==> src/rtl/countdown_timer_pkg.sv <==
// Package for the countdown timer: FSM state type and default sizing.
//   state_t        IDLE / RUN / HOLD
//   CDT_WIDTH      default count width
//   CDT_RELOAD_RST default reload/count value after reset
package countdown_timer_pkg;
  typedef enum logic [1:0] {IDLE = 2'd0, RUN = 2'd1, HOLD = 2'd2} state_t;

  localparam int              CDT_WIDTH      = 4;
  localparam logic [3:0]      CDT_RELOAD_RST = 4'd9;
endpackage

==> src/rtl/countdown_timer_if.sv <==
// Control/status bundle of the countdown timer.
//   load, load_val     capture a new count and reload value
//   start, pause       run control
//   auto_reload        restart from the reload value at terminal count
//   count, busy, done  registered status
//   zero               combinational count == 0
// master drives control (bench / host), slave is the timer.
interface countdown_timer_if import countdown_timer_pkg::*; #(
  parameter int WIDTH = CDT_WIDTH
);
  logic             load;
  logic [WIDTH-1:0] load_val;
  logic             start;
  logic             pause;
  logic             auto_reload;
  logic [WIDTH-1:0] count;
  logic             busy;
  logic             done;
  logic             zero;

  modport master (
    output load, load_val, start, pause, auto_reload,
    input  count, busy, done, zero
  );

  modport slave (
    input  load, load_val, start, pause, auto_reload,
    output count, busy, done, zero
  );
endinterface

==> src/rtl/countdown_timer_dcount.sv <==
// WIDTH-bit count register with load (priority), decrement and hold.
//   i_clk, i_rst_n  clock, async active-low reset (count -> RST_VAL)
//   i_load          o_count <= i_load_val
//   i_dec           o_count <= o_count - 1 (caller guarantees count != 0)
//   o_count         registered count
module dcount_core #(
  parameter int               WIDTH   = 4,
  parameter logic [WIDTH-1:0] RST_VAL = '0
) (
  input  logic             i_clk,
  input  logic             i_rst_n,
  input  logic             i_load,
  input  logic [WIDTH-1:0] i_load_val,
  input  logic             i_dec,
  output logic [WIDTH-1:0] o_count
);
  logic [WIDTH-1:0] r_count;

  always_ff @(posedge i_clk or negedge i_rst_n) begin
    if (!i_rst_n)    r_count <= RST_VAL;
    else if (i_load) r_count <= i_load_val;
    else if (i_dec)  r_count <= r_count - WIDTH'(1);
  end

  assign o_count = r_count;
endmodule

==> src/rtl/countdown_timer.sv <==
// Loadable down-counter timer: counts a programmed value to zero, pulses
// done for one cycle, then idles or auto-reloads.
//   clk, rst_n  clock, async active-low reset
//   bus         countdown_timer_if.slave (load/start/pause/auto_reload in,
//               count/busy/done/zero out)
// Input priority per edge: load > start > pause. In RUN a start on the same
// edge as pause keeps the timer running.
module countdown_timer import countdown_timer_pkg::*; #(
  parameter int               WIDTH      = CDT_WIDTH,
  parameter logic [WIDTH-1:0] RELOAD_RST = WIDTH'(CDT_RELOAD_RST)
) (
  input  logic              clk,
  input  logic              rst_n,
  countdown_timer_if.slave  bus
);
  state_t           r_state;
  logic             r_busy;
  logic             r_done;
  logic [WIDTH-1:0] r_reload;

  logic [WIDTH-1:0] w_count;
  logic             w_zero;
  logic             w_pause_take;
  logic             w_core_load;
  logic [WIDTH-1:0] w_core_val;
  logic             w_dec;

  assign w_zero       = (w_count == '0);
  // pause only takes effect while running, and loses to load and start
  assign w_pause_take = (r_state == RUN) && bus.pause && !bus.start && !bus.load;

  // count register control
  always_comb begin
    w_core_load = 1'b0;
    w_core_val  = bus.load_val;
    w_dec       = 1'b0;
    if (bus.load) begin
      w_core_load = 1'b1;
    end else if (r_state == RUN && !w_pause_take) begin
      if (!w_zero) begin
        w_dec = 1'b1;
      end else if (bus.auto_reload) begin
        // terminal edge: restart from the reload value
        w_core_load = 1'b1;
        w_core_val  = r_reload;
      end
    end
  end

  dcount_core #(.WIDTH(WIDTH), .RST_VAL(RELOAD_RST)) u_core (
    .i_clk      (clk),
    .i_rst_n    (rst_n),
    .i_load     (w_core_load),
    .i_load_val (w_core_val),
    .i_dec      (w_dec),
    .o_count    (w_count)
  );

  // FSM, done pulse and reload register; busy tracks the next state
  always_ff @(posedge clk or negedge rst_n) begin
    if (!rst_n) begin
      r_state  <= IDLE;
      r_busy   <= 1'b0;
      r_done   <= 1'b0;
      r_reload <= RELOAD_RST;
    end else begin
      r_done <= 1'b0;
      if (bus.load) begin
        // abort without a done pulse
        r_reload <= bus.load_val;
        r_state  <= IDLE;
        r_busy   <= 1'b0;
      end else begin
        case (r_state)
          IDLE: begin
            if (bus.start) begin
              if (w_zero) begin
                r_done <= 1'b1;
              end else begin
                r_state <= RUN;
                r_busy  <= 1'b1;
              end
            end
          end
          RUN: begin
            if (w_pause_take) begin
              r_state <= HOLD;
            end else if (w_zero) begin
              r_done <= 1'b1;
              if (!bus.auto_reload) begin
                r_state <= IDLE;
                r_busy  <= 1'b0;
              end
            end
          end
          HOLD: begin
            if (bus.start) r_state <= RUN;
          end
          default: begin
            r_state <= IDLE;
            r_busy  <= 1'b0;
          end
        endcase
      end
    end
  end

  assign bus.count = w_count;
  assign bus.busy  = r_busy;
  assign bus.done  = r_done;
  assign bus.zero  = w_zero;
endmodule
==> src/flat_wrapper.sv <==
// flat-port wrapper written by rule: the top's interface ports become plain ports
module countdown_timer_flat import countdown_timer_pkg::*;
#(
  parameter int               WIDTH      = CDT_WIDTH,
  parameter logic [WIDTH-1:0] RELOAD_RST = WIDTH'(CDT_RELOAD_RST)
)
  (clk, rst_n, bus_load, bus_load_val, bus_start, bus_pause, bus_auto_reload, bus_count, bus_busy, bus_done, bus_zero);
  countdown_timer_if #(.WIDTH(WIDTH)) bus_i ();
  input  logic clk;
  input  logic rst_n;
  input wire logic [$bits(bus_i.load)-1:0] bus_load;
  input wire logic [$bits(bus_i.load_val)-1:0] bus_load_val;
  input wire logic [$bits(bus_i.start)-1:0] bus_start;
  input wire logic [$bits(bus_i.pause)-1:0] bus_pause;
  input wire logic [$bits(bus_i.auto_reload)-1:0] bus_auto_reload;
  output wire logic [$bits(bus_i.count)-1:0] bus_count;
  output wire logic [$bits(bus_i.busy)-1:0] bus_busy;
  output wire logic [$bits(bus_i.done)-1:0] bus_done;
  output wire logic [$bits(bus_i.zero)-1:0] bus_zero;
  assign bus_i.load = bus_load;
  assign bus_i.load_val = bus_load_val;
  assign bus_i.start = bus_start;
  assign bus_i.pause = bus_pause;
  assign bus_i.auto_reload = bus_auto_reload;
  assign bus_count = bus_i.count;
  assign bus_busy = bus_i.busy;
  assign bus_done = bus_i.done;
  assign bus_zero = bus_i.zero;
  countdown_timer #(.WIDTH(WIDTH), .RELOAD_RST(RELOAD_RST)) u_core (.clk(clk), .rst_n(rst_n), .bus(bus_i));
endmodule
==> config.mk <==
export PLATFORM = sky130hd
export DESIGN_NAME = countdown_timer_flat
export DESIGN_NICKNAME = d
export VERILOG_FILES = /design/src/rtl/countdown_timer_pkg.sv /design/src/rtl/countdown_timer_if.sv /design/src/rtl/countdown_timer_dcount.sv /design/src/rtl/countdown_timer.sv /design/src/flat_wrapper.sv
export SDC_FILE = /design/constraint.sdc
export NUM_CORES = 1
export LEC_CHECK = 0
export CAP_MARGIN = 0
export CORE_UTILIZATION = 45
export CTS_CLUSTER_SIZE = 14
export DETAILED_ROUTE_END_ITERATION = 8
export MAX_ROUTING_LAYER = met4
export PLACE_DENSITY = 0.82
export SYNTH_ARGS = -nofsm -noshare
export SYNTH_HDL_FRONTEND = slang
export SYNTH_SLANG_ARGS = --single-unit
==> constraint.sdc <==
create_clock -name clk -period 2.3 [get_ports clk]
set_clock_uncertainty 0.15 [all_clocks]
set_input_delay 0.46 -clock clk [delete_from_list [all_inputs] [get_ports clk]]
set_output_delay 0.46 -clock clk [all_outputs]
set_load 0.1 [all_outputs]
# Word-level counts from Yosys, hierarchy flattened

Cells that the tools add are included.

Register bits after elaboration: 12
Bits of input ports: 10
Output and inout port bits: 7

$add $sub $neg: 1
Equal/unequal tests: 11
Multiplexer cells: 33
Reductions and logical operators: 12

Operators with widths:

| cell                | count |
|---|---|
| $mux 4              | 6 |
| $ne 3x3->1 const B  | 6 |
| $mux 1              | 17 |
| $mux 2              | 7 |
| $ne 4x3->1 const B  | 2 |
| $pmux 2 s3          | 1 |
| $reduce_and 6->1    | 1 |
| $reduce_and 5->1    | 1 |
| $logic_and 1x1->1   | 4 |
| $logic_not 4->1     | 1 |
| $sub 4x1->4 const B | 1 |
| $logic_not 1->1     | 3 |
| $pmux 1 s3          | 1 |
| $eq 2x1->1 const B  | 1 |
| $eq 2x2->1 const B  | 1 |
| $logic_not 2->1     | 1 |
| $ne 2x2->1 const B  | 1 |
| $pmux 1 s2          | 1 |
| $reduce_bool 2->1   | 1 |

# Depth between registers and ports, before layout

Depth in word-level cells: 10
Mapped depth: 6
Mapped depth without buffers: 6

# Hierarchy

A second synthesis with hierarchy kept.

Cell total of the unflattened synthesis: 62
Area, all modules: 703.2 sq um

By module, submodules not included:

| module          | times used | cells an instance | area an instance (sq um) |
|---|---|---|---|
| countdown_timer | 1          | 41                | 480.5 |
| dcount_core     | 1          | 21                | 222.7 |

# Worst setup path after synthesis

OpenSTA, ideal clock, no wires.

Path type: reg-to-reg
Start point: register u_core.u_core.r_count[1], in the netlist u_core.u_core.o_count[1]
End point: register u_core.u_core.r_count[3], in the netlist u_core.u_core.o_count[3]
Arrival: 2.741 ns
Data required time: 2.055 ns
Path slack: -0.685 ns
Stages on the path, launching flop included: 7
Period minus slack after synthesis: 2.985 ns
Cells stage by stage: dfrtp_1 inv_1 ha_1 nor3b_4 a41o_1 a211oi_1 a311oi_1

Word-level cells in the longest chain between the ends: 5

Ends and longest elaborated chain:

| what                                        | RTL line                     | source |
|---|---|---|
| start, declared                             | countdown_timer_dcount.sv:17 | `logic [WIDTH-1:0] r_count;` |
| start signal, assigned                      | countdown_timer_dcount.sv:21 | `else if (i_load) r_count <= i_load_val;` |
| start signal, assigned                      | countdown_timer_dcount.sv:22 | `else if (i_dec) r_count <= r_count - WIDTH'(1);` |
| $logic_not 4->1 (*)                         | countdown_timer.sv:28        | `assign w_zero = (w_count == '0);` |
| via bus_zero                                | flat_wrapper.sv:19           | `output wire logic [$bits(bus_i.zero)-1:0] bus_zero;` |
| $mux 4 or $mux 1 (tied branches)            | countdown_timer.sv:40        | `if (!w_zero) begin` |
| $mux 4 or $mux 1 (tied branches)            | countdown_timer.sv:39        | `end else if (r_state == RUN && !w_pause_take) begin` |
| $mux 4 or $mux 1 (tied branches)            | countdown_timer.sv:37        | `if (bus.load) begin` |
| $mux 4 or $reduce_bool 2->1 (tied branches) | --                           |  |

Mark *: on every way through the listed nets, which the timed path passes. The rest lies on a longest branch. The select of a mux whose other input is x is not followed.
A chain may end at the register's enable or synchronous reset.

# Worst setup path after layout

Start point: register u_core.u_core.r_count[0], in the netlist u_core.u_core.o_count[0]
End point: output port bus_zero

Word-level cells in the longest chain between the ends: 1

Ends and longest elaborated chain:

| what            | RTL line |
|---|---|
| $logic_not 4->1 | countdown_timer.sv:28 |
| end, declared   | flat_wrapper.sv:19 |

Every way passes these cells.

==> metrics.log <==
INFO  metric final.period_utilization = 0.916
INFO  metric total_of_flip_flops_plus_latches_after_synthesis = 12
INFO  metric run_status = completed
INFO  metric grt_pass1_vias = 497
INFO  metric die_y = 39.8 um
INFO  metric path_clk_slew = 80 ps
INFO  metric timing.slew.headroom = 0.639
INFO  metric period_minus_slack = 2110 ps
INFO  metric worstPathMaxFanout = 4
INFO  metric final_net_count = 91
INFO  metric dieWidth = 39.8 um
INFO  metric nFillCells = 98
INFO  metric leakage = 0.384 nW
INFO  metric total_wirelength = 1.47 mm
INFO  metric tns = 0 ps
INFO  metric cts.repair_timing.setup_buffer_count = 1
INFO  metric tritoncts_num_sinks = 12
INFO  metric critPathCaptureType = output pin
INFO  metric io_pins = 17
INFO  metric cts_max_level = 1
INFO  metric synth_cell_types = 30
INFO  metric netlist.top_cell.by_area = sky130_fd_sc_hd__dfrtp_1
INFO  metric worstPathCellList = inv_1, ha_4, nor3b_4, buf_12
INFO  metric vias = 522
INFO  metric worst_ep_arrival_time = 1500 ps
INFO  metric gp_congestion = 0.763
INFO  metric cpPeakStageDelay = 650 ps
INFO  metric clkLatencyLatePin = 270 ps
INFO  metric floorplan.rows = 13
INFO  metric hpwlAfterDp = 1.04 mm
INFO  metric vias_per_cell = 5.55
INFO  metric synth.top_cell.area_share = 0.311
INFO  metric critical_path_buf_inv_count = 2
INFO  metric hold_path.class = reg -> reg
INFO  metric grt_setup_unrepaired = no
INFO  metric cts_tree = yes
INFO  metric syn_inst = 58
INFO  metric cts_buffer_depth = 2
INFO  metric synth-warning-count = 0
INFO  metric drt-initial-drc-count = 14
INFO  metric antenna_cells = 0
INFO  metric synth_nets = 69
INFO  metric route.detailed.wl_per_inst = 15.6 um
INFO  metric drive_gt1_frac = 0.354
INFO  metric synth_async_sr_flop_share = 1.00
INFO  metric synth-edff-count = 0
INFO  metric worst_supply_voltage_drop_on_vdd = 0.466 mV
INFO  metric core-area = 0.00132 mm2
INFO  metric post_cts_resized = 0
INFO  metric report.power.total = 0.696 mW
INFO  metric synth_area_leaders = sky130_fd_sc_hd__dfrtp_1 31%, sky130_fd_sc_hd__dfstp_2 16%, sky130_fd_sc_hd__mux2_1 3.5%
INFO  metric worst-slew-pin-transition = 540 ps
INFO  metric kind_of_cell_adding_the_most_delay_to_the_critical_path = flip-flops
INFO  metric fin_hold_ws = 353 ps
INFO  metric required = 1690 ps
INFO  metric fp.dieArea = 0.00158 mm2
INFO  metric hold_fix_buffers_cts = 0
INFO  metric port_buffers = 16
INFO  metric mostFrequentLayoutCell = sky130_fd_sc_hd__clkdlybuf4s50_1
INFO  metric drc = 0
INFO  metric detail-route-antenna-nets = 0
INFO  metric cp_slowest_cell = sky130_fd_sc_hd__dfstp_4
INFO  metric maxClockFrequency = 0.475 GHz
INFO  metric maxCapViolations = 0
INFO  metric powerDensity = 761 mW/mm2
INFO  metric final-max-slew-violation-count = 0
INFO  metric floorplan.initialDensity = 0.488
INFO  metric synth_seq_area_share = 0.475
INFO  metric cts_buffers = 3
INFO  metric synthesis.area_per_instance = 11.1 um2
INFO  metric synthFlopType = sky130_fd_sc_hd__dfrtp_1
INFO  metric root_buffer = sky130_fd_sc_hd__clkbuf_4
INFO  metric global_route.overflow_total = 0
INFO  metric initial_antenna_violation_count = 0
INFO  metric synthesis.area = 643 um2
INFO  metric pre_antenna_drt_iters = 4
INFO  metric area_growth = 42.2%
INFO  metric final_cell_mix = 9 x sky130_fd_sc_hd__clkdlybuf4s50_1, 6 x sky130_fd_sc_hd__buf_4, 6 x sky130_fd_sc_hd__dfrtp_1, 4 x sky130_fd_sc_hd__a21oi_1
INFO  metric grt_max_degree = 13
INFO  metric grt_pass1_wl = 2.23 mm
INFO  metric worstSetupPathType = reg -> out
INFO  metric finalHoldViolations = 0
INFO  metric setup_viol = 0
INFO  metric grt_util_overall = 0.230
INFO  metric worst_setup_path_start_kind = flop
## flip-flops by register name, summed over array words and instances, names as in the netlist
| name | cells |
|---|---|
| u_core.bus.busy | 1 |
| u_core.u_core.o_count | 4 |
| u_core.r_reload | 4 |
| u_core.bus.done | 1 |
| u_core.r_state | 2 |
## final timing paths
check,startpoint,slack [ps],to,cells past startpoint
setup / recovery,u_core.u_core.o_count[0],190,bus_zero,4
hold / removal,u_core.r_reload[1],350,u_core.r_reload[1],1
setup reg to reg,u_core.u_core.o_count[0],200,u_core.u_core.o_count[3],7
hold reg to reg,u_core.r_reload[1],350,u_core.r_reload[1],1
max in group asynchronous,rst_n,1210,u_core.u_core.o_count[1],1
min in group asynchronous,rst_n,380,u_core.r_state[0],1
## layout make-up
| class | count | area [um2] | share of cell area |
|---|---|---|---|
| multi-input combinational | 42 | 339 | 0.371 |
| sequential | 12 | 314 | 0.343 |
| inverter | 3 | 11.3 | 0.0123 |
| clock buffer | 4 | 36.3 | 0.0397 |
| timing repair buffer | 18 | 195 | 0.213 |
| tap | 15 | 18.8 | 0.0205 |
## worst register-to-register path: stages (launching register included)
cell and delay (ps):
sky130_fd_sc_hd__dfstp_4 650, sky130_fd_sc_hd__inv_1 80, sky130_fd_sc_hd__ha_4 170, sky130_fd_sc_hd__nor3b_4 160, sky130_fd_sc_hd__buf_4 170, sky130_fd_sc_hd__a41oi_1 320
sky130_fd_sc_hd__nor2_1 70, sky130_fd_sc_hd__a311oi_1 250
## through the flow
step / area [um2] / instances / setup WS, ps / util
6_report: 915 / 94 / 193 / 0.694
3_3_place_gp: 871 / 89 / 231 / 0.661
3_5_place_dp: 871 / 89 / 208 / 0.661
5_1_grt: 915 / 94 / 108 / 0.694
2_1_floorplan: 669 / 58 / -378 / -
4_1_cts: 915 / 94 / 182 / 0.694
## Yosys cell counts, drive strengths merged, types with 2 or more instances
| library cell | count |
|---|---|
| dfrtp | 8 |
| a21oi | 4 |
| dfstp | 4 |
| mux2 | 4 |
| nor2b | 4 |
| nor3 | 4 |
| inv | 3 |
| nor2 | 3 |
| nor3b | 3 |
| a311oi | 2 |
| nand2 | 2 |
| o21ai | 2 |
| o21bai | 2 |
## per-layer routing
metal	part of all wire	routed length, um	GRT usage
met5	0	0	-
met4	0.0096	14	0.129
met3	0.025	36	0.0341
met2	0.50	734	0.352
met1	0.46	680	0.287
## where the power goes
part | total, mW | internal [mW] | leakage, nW | switching (mW)
Sequential | 0.270 | 0.243 | 0.141 | 0.0264
Clock | 0.170 | 0.0962 | 0.0210 | 0.0742
Combinational | 0.256 | 0.0928 | 0.222 | 0.163
## cells by family after synthesis
group,count (synthesis),synth area share
DFF,12,0.475
buffers and inverters,4,0.0253
AOI/OAI and AO/OA,16,0.177
muxes,4,0.0700
adders and majority gates,1,0.0195
xor gates and xnor gates,1,0.0136
and+or+nand+nor,20,0.220
No activity file was read; power rests on OpenSTA's default activity.
